[config.mk]
export PLATFORM = sky130hd
export DESIGN_NAME = ysyx_22050039_lsu
export DESIGN_NICKNAME = d
export VERILOG_FILES = /design/src/rtl/ysyx_22050039_lsu_pkg.sv /design/src/rtl/ysyx_22050039_lsu_align.sv /design/src/rtl/ysyx_22050039_lsu.sv
export SDC_FILE = /design/constraint.sdc
export NUM_CORES = 1
export LEC_CHECK = 0
export CORE_MARGIN = 4
export CORE_UTILIZATION = 42
export DETAILED_ROUTE_END_ITERATION = 10
export PLACE_DENSITY = 0.78
export SKIP_LAST_GASP = 1
export SYNTH_ARGS = -nofsm -noshare
export SYNTH_HDL_FRONTEND = slang
export SYNTH_HIERARCHICAL = 1
export SYNTH_SLANG_ARGS = --single-unit
[constraint.sdc]
create_clock -name clk -period 1.9 [get_ports clk]
set_input_delay 0.19 -clock clk [delete_from_list [all_inputs] [get_ports clk]]
set_output_delay 0.19 -clock clk [all_outputs]
set_load 0.05 [all_outputs]
[src/rtl/ysyx_22050039_lsu_pkg.sv]
// ysyx_22050039_lsu_pkg
// Shared definitions for the load/store unit: widths, op-field bit
// positions, access-size encodings, FSM state type and lane-mask helpers.
package ysyx_22050039_lsu_pkg;

    localparam int XLEN = 64;
    localparam int RD_W = 5;

    // in_op field layout
    localparam int OP_STORE_BIT = 3;
    localparam int OP_UNS_BIT   = 2;

    // Access size encodings (in_op[1:0])
    localparam logic [1:0] SIZE_B = 2'd0;
    localparam logic [1:0] SIZE_H = 2'd1;
    localparam logic [1:0] SIZE_W = 2'd2;
    localparam logic [1:0] SIZE_D = 2'd3;

    // All eight byte lanes of the 64-bit data port
    localparam logic [7:0] LANE_MASK_FULL = 8'hFF;

    typedef enum logic [1:0] {
        S_IDLE = 2'd0,
        S_REQ  = 2'd1,
        S_WAIT = 2'd2,
        S_DONE = 2'd3
    } lsu_state_t;

    // Byte-offset bits that must be zero for a naturally aligned access
    function automatic logic [2:0] size_off_mask(input logic [1:0] size);
        case (size)
            SIZE_B:  return 3'b000;
            SIZE_H:  return 3'b001;
            SIZE_W:  return 3'b011;
            default: return 3'b111;
        endcase
    endfunction

    // Byte enables of an access of the given size starting at lane 0
    function automatic logic [7:0] size_lane_mask(input logic [1:0] size);
        case (size)
            SIZE_B:  return 8'h01;
            SIZE_H:  return 8'h03;
            SIZE_W:  return 8'h0F;
            default: return LANE_MASK_FULL;
        endcase
    endfunction

endpackage

[src/rtl/ysyx_22050039_lsu_align.sv]
// ysyx_22050039_lsu_align
// Purely combinational lane steering for the LSU.
//   Store side: i_st_off/i_st_size/i_st_wdata -> o_st_wdata (data shifted
//               into its byte lanes), o_st_wmask (byte enables).
//   Load side:  i_ld_off/i_ld_size/i_ld_uns/i_ld_rdata -> o_ld_data
//               (selected bytes right-justified and sign/zero-extended).
// Offset bits below the access size are dropped, so an unaligned offset
// behaves as the access aligned down to its size.
module ysyx_22050039_lsu_align
    import ysyx_22050039_lsu_pkg::*;
(
    input  logic [2:0]      i_st_off,
    input  logic [1:0]      i_st_size,
    input  logic [XLEN-1:0] i_st_wdata,
    output logic [XLEN-1:0] o_st_wdata,
    output logic [7:0]      o_st_wmask,
    input  logic [2:0]      i_ld_off,
    input  logic [1:0]      i_ld_size,
    input  logic            i_ld_uns,
    input  logic [XLEN-1:0] i_ld_rdata,
    output logic [XLEN-1:0] o_ld_data
);

    logic [2:0]      w_st_off;
    logic [2:0]      w_ld_off;
    logic [XLEN-1:0] w_ld_shifted;

    assign w_st_off   = i_st_off & ~size_off_mask(i_st_size);
    assign o_st_wdata = i_st_wdata << {w_st_off, 3'b000};
    assign o_st_wmask = size_lane_mask(i_st_size) << w_st_off;

    assign w_ld_off     = i_ld_off & ~size_off_mask(i_ld_size);
    assign w_ld_shifted = i_ld_rdata >> {w_ld_off, 3'b000};

    always_comb begin
        o_ld_data = w_ld_shifted;
        case (i_ld_size)
            SIZE_B: o_ld_data = i_ld_uns ? {{56{1'b0}}, w_ld_shifted[7:0]}
                                         : {{56{w_ld_shifted[7]}}, w_ld_shifted[7:0]};
            SIZE_H: o_ld_data = i_ld_uns ? {{48{1'b0}}, w_ld_shifted[15:0]}
                                         : {{48{w_ld_shifted[15]}}, w_ld_shifted[15:0]};
            SIZE_W: o_ld_data = i_ld_uns ? {{32{1'b0}}, w_ld_shifted[31:0]}
                                         : {{32{w_ld_shifted[31]}}, w_ld_shifted[31:0]};
            default: o_ld_data = w_ld_shifted;   // doubleword ignores unsigned bit
        endcase
    end

endmodule

[src/rtl/ysyx_22050039_lsu.sv]
// ysyx_22050039_lsu
// Single-outstanding load/store unit between execute and writeback.
//   Upstream:  in_valid/in_ready, in_op, in_addr, in_wdata, in_rd
//   Memory:    mem_req_* (doubleword-aligned request), mem_resp_* (pulse)
//   Writeback: out_valid/out_ready, out_data, out_rd, out_wen, out_misalign
// Clock clk; reset rst is synchronous, active-low.
// Build option YSYX_22050039_LSU_MISALIGN_TRAP_EN: when defined, a
// misaligned op skips the memory port and completes with out_misalign=1.
// All outputs are either registers or decoded from the state register.
module ysyx_22050039_lsu
    import ysyx_22050039_lsu_pkg::*;
(
    input  logic            clk,
    input  logic            rst,
    input  logic            in_valid,
    output logic            in_ready,
    input  logic [3:0]      in_op,
    input  logic [XLEN-1:0] in_addr,
    input  logic [XLEN-1:0] in_wdata,
    input  logic [RD_W-1:0] in_rd,
    output logic            mem_req_valid,
    input  logic            mem_req_ready,
    output logic [XLEN-1:0] mem_req_addr,
    output logic            mem_req_wen,
    output logic [XLEN-1:0] mem_req_wdata,
    output logic [7:0]      mem_req_wmask,
    input  logic            mem_resp_valid,
    input  logic [XLEN-1:0] mem_resp_rdata,
    output logic            out_valid,
    input  logic            out_ready,
    output logic [XLEN-1:0] out_data,
    output logic [RD_W-1:0] out_rd,
    output logic            out_wen,
    output logic            out_misalign
);

    lsu_state_t      r_state;
    logic [2:0]      r_off;
    logic [1:0]      r_size;
    logic            r_uns;
    logic [XLEN-1:0] r_mem_req_addr;
    logic            r_mem_req_wen;
    logic [XLEN-1:0] r_mem_req_wdata;
    logic [7:0]      r_mem_req_wmask;
    logic [XLEN-1:0] r_out_data;
    logic [RD_W-1:0] r_out_rd;
    logic            r_out_wen;
    logic            r_out_misalign;

    logic [XLEN-1:0] w_st_wdata;
    logic [7:0]      w_st_wmask;
    logic [XLEN-1:0] w_ld_data;
    logic            w_fault;

`ifdef YSYX_22050039_LSU_MISALIGN_TRAP_EN
    assign w_fault = |(in_addr[2:0] & size_off_mask(in_op[1:0]));
`else
    assign w_fault = 1'b0;
`endif

    // Store steering uses the incoming op so the request is registered at
    // accept; load steering uses latched fields and the raw response.
    ysyx_22050039_lsu_align u_align (
        .i_st_off   (in_addr[2:0]),
        .i_st_size  (in_op[1:0]),
        .i_st_wdata (in_wdata),
        .o_st_wdata (w_st_wdata),
        .o_st_wmask (w_st_wmask),
        .i_ld_off   (r_off),
        .i_ld_size  (r_size),
        .i_ld_uns   (r_uns),
        .i_ld_rdata (mem_resp_rdata),
        .o_ld_data  (w_ld_data)
    );

    always_ff @(posedge clk) begin
        if (!rst) begin
            r_state         <= S_IDLE;
            r_off           <= 3'b000;
            r_size          <= SIZE_B;
            r_uns           <= 1'b0;
            r_mem_req_addr  <= '0;
            r_mem_req_wen   <= 1'b0;
            r_mem_req_wdata <= '0;
            r_mem_req_wmask <= 8'h00;
            r_out_data      <= '0;
            r_out_rd        <= '0;
            r_out_wen       <= 1'b0;
            r_out_misalign  <= 1'b0;
        end else begin
            case (r_state)
                S_IDLE: begin
                    if (in_valid) begin
                        r_off           <= in_addr[2:0];
                        r_size          <= in_op[1:0];
                        r_uns           <= in_op[OP_UNS_BIT];
                        r_mem_req_addr  <= {in_addr[XLEN-1:3], 3'b000};
                        r_mem_req_wen   <= in_op[OP_STORE_BIT];
                        r_mem_req_wdata <= in_op[OP_STORE_BIT] ? w_st_wdata : '0;
                        r_mem_req_wmask <= in_op[OP_STORE_BIT] ? w_st_wmask : 8'h00;
                        r_out_data      <= '0;
                        r_out_rd        <= in_rd;
                        if (w_fault) begin
                            r_out_wen      <= 1'b0;
                            r_out_misalign <= 1'b1;
                            r_state        <= S_DONE;
                        end else begin
                            r_out_wen      <= ~in_op[OP_STORE_BIT];
                            r_out_misalign <= 1'b0;
                            r_state        <= S_REQ;
                        end
                    end
                end
                S_REQ: begin
                    if (mem_req_ready) begin
                        r_state <= S_WAIT;
                    end
                end
                S_WAIT: begin
                    if (mem_resp_valid) begin
                        if (!r_mem_req_wen) begin
                            r_out_data <= w_ld_data;
                        end
                        r_state <= S_DONE;
                    end
                end
                S_DONE: begin
                    if (out_ready) begin
                        r_state <= S_IDLE;
                    end
                end
                default: r_state <= S_IDLE;
            endcase
        end
    end

    assign in_ready      = (r_state == S_IDLE);
    assign mem_req_valid = (r_state == S_REQ);
    assign out_valid     = (r_state == S_DONE);
    assign mem_req_addr  = r_mem_req_addr;
    assign mem_req_wen   = r_mem_req_wen;
    assign mem_req_wdata = r_mem_req_wdata;
    assign mem_req_wmask = r_mem_req_wmask;
    assign out_data      = r_out_data;
    assign out_rd        = r_out_rd;
    assign out_wen       = r_out_wen;
    assign out_misalign  = r_out_misalign;

endmodule

======== After elaboration in Yosys (flattened, before gate mapping) ========
Index checks and enable logic that the tools add are counted.
word-level totals
  word-level logic and storage cells ...... 56
  input bits .............................. 207
  output and inout bits ................... 211
  bits in registers ....................... 212
operators by class
  mux-type cells .......................... 18
  reduce and logical (&&, ||, !) cells .... 7
  equality and inequality tests ........... 12
  bitwise gates (word level) .............. 5
  shift operators ......................... 3
operators with widths
  operator              count
  $mux W64              7
  $pmux W64 S3          1
  $pmux W64 S2          1
  $shl A64 B6 Y64       1
  $shr A64 B6 Y64       1
  $pmux W8 S3           1
  $pmux W3 S3           2
  $eq A2 B2 Y1 const B  4
  $mux W2               4
  $mux W8               1
  $pmux W2 S4           1
  $reduce_and A4 Y1     2
  $shl A8 B3 Y8         1
  $and A3 B3 Y3         2
  $eq A2 B1 Y1 const B  3
  $logic_not A2 Y1      3
  $ne A2 B2 Y1 const B  3
  $not A3 Y3            2
  $ne A2 B1 Y1 const B  2
  $reduce_and A2 Y1     1
  $reduce_bool A2 Y1    1
  $not A1 Y1            1

======== Depth between registers and ports, before layout ========
Gate-level depths: netlist of the first run.
  depth after elaboration ................. 10
  mapped depth ............................ 11
  mapped depth without buffers ............ 7

======== By module ========
Netlist of the first run, hierarchy kept.
modules (own cells, without submodules)
  module                   sequential area each (um^2)  area an instance (um^2)  instances  cells an instance
  ysyx_22050039_lsu        4,244.1                      8,315.5                  1          952
  ysyx_22050039_lsu_align  0.0                          3,975.1                  1          602

======== Worst setup path before layout of the first run ========
Ideal clock, no wire load.
  path type ............................... reg-to-reg
  start ................................... reg r_size[0]
  end ..................................... reg r_out_data[19], in the netlist out_data[19]
  library setup time ...................... 72 ps
  cell stages (with the launch flop) ...... 9
  setup slack ............................. 10 ps
  data arrival time ....................... 1,818 ps
  clock period less this slack ............ 1,890 ps
  required time ........................... 1,828 ps
  buffers on the path ..................... 2
  cell sequence ........................... dfxtp_1 > buf_4 > or3_4 > nor4_4 > a21oi_2 > buf_6 > o211ai_2 > nand3_1 > mux2i_1
on the way
  longest elaborated chain between the ends .. 10
  elaborated cells on any way between the ends .. 14
  classes of those cells .................. eq/ne (2); shift (1); mux (8); bitwise (2); reduce/logical (1)
RTL lines
  element                               line                                                                                         RTL
  from (decl)                           ysyx_22050039_lsu.sv:39                                                                      logic [1:0] r_size;
  from (signal assigned)                ysyx_22050039_lsu.sv:95                                                                      r_size <= in_op[1:0];
  $eq A2 B2 Y1 (tied with other cells)  ysyx_22050039_lsu_pkg.sv:31, ysyx_22050039_lsu_align.sv:37
  $pmux W3 S3                           ysyx_22050039_lsu_pkg.sv:31                                                                  case (size)
  $not A3 Y3                            ysyx_22050039_lsu_align.sv:32                                                                assign w_ld_off = i_ld_off & ~size_off_mask(i_ld_size);
  $and A3 B3 Y3                         ysyx_22050039_lsu_align.sv:32
  $shr A64 B6 Y64                       ysyx_22050039_lsu_align.sv:33                                                                assign w_ld_shifted = i_ld_rdata >> {w_ld_off, 3'b000};
  $mux W64 (on tied branches)           ysyx_22050039_lsu_align.sv:42, ysyx_22050039_lsu_align.sv:38, ysyx_22050039_lsu_align.sv:40
  $pmux W64 S3 (*)                      ysyx_22050039_lsu_align.sv:37                                                                case (i_ld_size)
  net w_ld_data[19]                     ysyx_22050039_lsu.sv:52                                                                      logic [XLEN-1:0] w_ld_data;
  $mux W64 (*)                          ysyx_22050039_lsu.sv:121                                                                     if (!r_mem_req_wen) begin
  $mux W64 (*)                          ysyx_22050039_lsu.sv:120                                                                     if (mem_resp_valid) begin
  $pmux W64 S2 (*)                      ysyx_22050039_lsu.sv:91                                                                      case (r_state)
  to (signal assigned)                  ysyx_22050039_lsu.sv:122                                                                     r_out_data <= w_ld_data;
  to (decl)                             ysyx_22050039_lsu.sv:45                                                                      logic [XLEN-1:0] r_out_data;
The timed path passes the listed nets; every way through them passes the cells marked *. The select of a mux whose other input is x is not followed.
A chain may end at the register's enable or synchronous reset.

======== Worst setup path in the final report of the first run ========
  start ................................... reg r_off[0]
  end ..................................... reg r_out_data[15], in the netlist out_data[15]
on the way
  longest elaborated chain between the ends .. 7
  elaborated cells on any way between the ends .. 9
  classes of those cells .................. shift (1); mux (7); bitwise (1)
RTL lines
  element                      line                                                                                         RTL
  from (decl)                  ysyx_22050039_lsu.sv:38                                                                      logic [2:0] r_off;
  from (signal assigned)       ysyx_22050039_lsu.sv:94                                                                      r_off <= in_addr[2:0];
  $and A3 B3 Y3 (*)            ysyx_22050039_lsu_align.sv:32
  $shr A64 B6 Y64 (*)          ysyx_22050039_lsu_align.sv:33
  $mux W64 (on tied branches)  ysyx_22050039_lsu_align.sv:42, ysyx_22050039_lsu_align.sv:38, ysyx_22050039_lsu_align.sv:40
  $pmux W64 S3 (*)             ysyx_22050039_lsu_align.sv:37
  net w_ld_data[15]            ysyx_22050039_lsu.sv:52
  $mux W64 (*)                 ysyx_22050039_lsu.sv:121
  $mux W64 (*)                 ysyx_22050039_lsu.sv:120
  $pmux W64 S2 (*)             ysyx_22050039_lsu.sv:91
Marked as above.

==> results.json, run 1 <==
{
  "outcome": "finished with violations",
  "post_synthesis_instance_area_sq_um": 12300,
  "rows": 62,
  "post-place-cells": 2347,
  "synth-seq-cells": 212,
  "end_kind": "flip-flop",
  "dieHeight_um": 179,
  "grt_first_pass_wirelength_um": 73900,
  "clock.fmax_mhz": 455,
  "timing.hold.worst.start": "rst",
  "synth_edf_count": 0,
  "hold_depth": 3,
  "synthCells": 1554,
  "globalplace.congestion": 0.984,
  "initial_drc_count": 1402,
  "synth_cell_type_count": 63,
  "min_to": "out_data[63]",
  "hold_viol": 0,
  "synth_largest_type_area_fraction_pct": 34.5,
  "initial_utilization_pct": 42.7,
  "final_layout_size_suffix_gt1_share_pct": 17.1,
  "io_pins": 418,
  "core_area_sq_um": 28800,
  "synth.top_cells.by_area": "sky130_fd_sc_hd__dfxtp_1 35%, sky130_fd_sc_hd__mux2i_1 12%, sky130_fd_sc_hd__nand2_1 12%, sky130_fd_sc_hd__a21boi_0 7.4%, sky130_fd_sc_hd__nand3_1 7.1%",
  "period_minus_slack_ns": 2.20,
  "grt_max_degree": 75,
  "vias": 13700,
  "detail-route-antenna-nets": 0,
  "critical_path_arrival_ns": 2.60,
  "port_buffers": 413,
  "worst-endpoint-required_ns": 2.30,
  "synthToLayoutAreaGrowth_pct": 56.0,
  "postCtsHoldBufs": 0,
  "timing.max_cap.violations": 0,
  "worst_setup_path_start_kind": "flip-flop",
  "design_power_total_mw": 21.4,
  "synth_async_sr_flop_share_pct": 0,
  "clk_root_buffer_cell": "sky130_fd_sc_hd__clkbuf_16",
  "num-nets-final": 2231,
  "clock_tree_from_tritoncts": "built",
  "reg2reg_setup_slack_ns": -0.30,
  "detailed_place_hpwl_um": 36100,
  "cts_buffers": 25,
  "path_class": "flip-flop to flip-flop",
  "routedWlPerCell_um": 20.7,
  "drv_slew": 0,
  "route.final.wire_length_um": 50100,
  "synth_sequential_area_ratio_pct": 34.5,
  "hold_class": "input pin to flip-flop",
  "timing.final.setup_violations": 64,
  "worst_ir_drop_on_vdd_mv": 0.802,
  "violations": "setup timing",
  "drcViolationCount": 0,
  "fp.dieArea_sq_um": 32100,
  "post_synth.cell_area_avg_sq_um": 7.91,
  "worst_clock_skew_ns": 0.00781,
  "synthDominantAreaCellType": "sky130_fd_sc_hd__dfxtp_1",
  "filler_cell_count": 2308,
  "ys_top_cells_by_count": "395 x sky130_fd_sc_hd__nand2_1, 212 x sky130_fd_sc_hd__dfxtp_1, 175 x sky130_fd_sc_hd__nand3_1",
  "period_utilization_pct": 116,
  "flip_flop_cell_with_the_highest_count_after_synthesis": "sky130_fd_sc_hd__dfxtp_1",
  "vias_per_cell": 5.64,
  "tightest_slew_ns": 0.605,
  "stdcell_count": 2422,
  "timing.rr.end": "out_data[15]",
  "grt_usage_pct": 29.2,
  "cts.path.max_buffers": 3,
  "postLayoutSetupSlackWorst_ns": -0.299,
  "number_of_antenna_violations_at_the_first_check_in_global_routing": 4,
  "cts_htree_levels": 1,
  "clkSinkCount": 212,
  "worst_skew_pair.late_latency_ns": 0.53,
  "power_density_nw_per_um2": 1110,
  "first_global_vias": 13300,
  "static-leakage-power_nw": 8.80,
  "unrepaired_setup_endpoints_after_global_routing": "yes",
  "yosys.cell_count.top_type": "sky130_fd_sc_hd__nand2_1",
  "worst_max_slew_margin_expressed_relative_to_the_limit_pct": 59.8,
  "clkSlewWorstSetupHoldPaths_ns": 0.06,
  "synth-warning-count": 6,
  "rr_worst_depth": 10,
  "timing.critical_path.fanout_max": 6,
  "first_pass_iters": 5,
  "globalRoute.totalOverflow": 0,
  "critical_path.reg2reg.startpoint": "r_off[0]",
  "die_width_um": 179
}
per-layer routing:
layer / GRT usage, % / up-vias / part of all wire, %
met2: 48.4 / 741 / 47
met1: 34.5 / 6458 / 36
met3: 8.54 / 160 / 10
met4: 14.6 / 6 / 5.6
met5: 0 / - / 0.088
li1: - / 6306 / -
cells by family after synthesis:
group	after synthesis	synth area share (%)
AOI/OAI and AO/OA	308	18.0
other	1	0.0305
DFF	212	34.5
adders and majority gates	4	0.407
buffers and inverters	160	6.59
muxes	177	15.7
and+or+nand+nor	692	24.7
registers in the layout (all words and copies together) (netlist names):
register       count
mem_req_wdata     64
out_data          64
mem_req_addr      61
mem_req_wmask      8
out_rd             5
r_off              3
r_size             2
r_state            2
mem_req_wen        1
out_wen            1
r_uns              1
how the worst max path moves through the flow:
stage | from | endpoint | slack (ns) | depth (start not counted)
after floorplan | r_size[0] | out_data[19] | 0.01 | 8
after global placement | mem_resp_rdata[55] | out_data[31] | -0.40 | 9
after detailed placement | mem_resp_rdata[55] | out_data[31] | -0.46 | 9
after CTS | r_size[0] | out_data[56] | -0.23 | 11
after global routing | r_size[1] | out_data[37] | -0.41 | 12
final | r_off[0] | out_data[15] | -0.30 | 10
layout by cell type (no fill, tap or decap), types with 17 or more instances in the layout:
cell / count
sky130_fd_sc_hd__a21oi_1: 31
sky130_fd_sc_hd__buf_12: 26
sky130_fd_sc_hd__nor2_1: 63
sky130_fd_sc_hd__nand2_1: 385
sky130_fd_sc_hd__clkbuf_16: 25
sky130_fd_sc_hd__o21ai_0: 27
sky130_fd_sc_hd__o22ai_1: 17
sky130_fd_sc_hd__dlymetal6s2s_1: 73
sky130_fd_sc_hd__dfxtp_1: 209
sky130_fd_sc_hd__dlygate4sd2_1: 66
sky130_fd_sc_hd__o211ai_1: 17
sky130_fd_sc_hd__clkdlybuf4s50_1: 258
sky130_fd_sc_hd__nand3_1: 152
sky130_fd_sc_hd__mux2i_1: 147
sky130_fd_sc_hd__a21boi_1: 24
sky130_fd_sc_hd__nand3_2: 22
sky130_fd_sc_hd__buf_4: 143
sky130_fd_sc_hd__a21boi_0: 121
timing repair:
item,CTS,global route
cloned,4,1
gates resized for setup,114,133
pin swaps,16,24
buffers inserted,25,4
endpoints found under the setup margin,129,137
cell type report:
class / count / area (sq um) / share of cell area [%]
Multi-Input combinational cell: 1185 / 7630 / 39.8
Timing Repair Buffer: 585 / 5920 / 30.8
Sequential cell: 212 / 4260 / 22.2
Clock buffer: 34 / 699 / 3.65
Tap cell: 384 / 480 / 2.51
Clock inverter: 10 / 156 / 0.816
Inverter: 11 / 41.3 / 0.215
Antenna cell: 1 / 2.50 / 0.0130
per-stage QoR:
| stage | worst slack, ns | cell area [sq um] | hold slack [ns] | setup TNS (ns) | utilization (%) |
|---|---|---|---|---|---|
| 2_1_floorplan | 0.0103 | 12300 | 0.325 | 0 | - |
| 3_3_place_gp | -0.400 | 17500 | 0.440 | -27.04 | 61.0 |
| 3_5_place_dp | -0.459 | 17500 | 0.446 | -31.88 | 61.0 |
| 4_1_cts | -0.233 | 18800 | 0.109 | -10.63 | 65.3 |
| 5_1_grt | -0.413 | 19200 | 0.137 | -18.31 | 66.6 |
| 6_report | -0.299 | 19200 | 0.125 | -11.78 | 66.6 |
worst max-delay path, cell delays in order (launching register included):
cell,delay [ns]
sky130_fd_sc_hd__dfxtp_4,0.36
sky130_fd_sc_hd__buf_6,0.12
sky130_fd_sc_hd__or4b_4,0.52
sky130_fd_sc_hd__o311ai_4,0.10
sky130_fd_sc_hd__nor4_4,0.08
sky130_fd_sc_hd__buf_4,0.15
sky130_fd_sc_hd__a21oi_4,0.23
sky130_fd_sc_hd__buf_6,0.18
sky130_fd_sc_hd__o211ai_2,0.09
sky130_fd_sc_hd__nand3_1,0.14
sky130_fd_sc_hd__mux2i_1,0.09
where the power goes:
part / switching [mW] / total, mW / internal (mW)
registers: 0.349 / 5.37 / 5.02
logic: 6.60 / 10.9 / 4.32
clock network: 1.94 / 5.05 / 3.11
total: 8.90 / 21.4 / 12.5
No activity file was read; power rests on OpenSTA's default activity.
==> run 2: changes to the inputs <==
CTS_CLUSTER_SIZE = 40   (was not set)
==> results of run 2 <==
Final layout, timing and power as in run 1 (identical DEF).
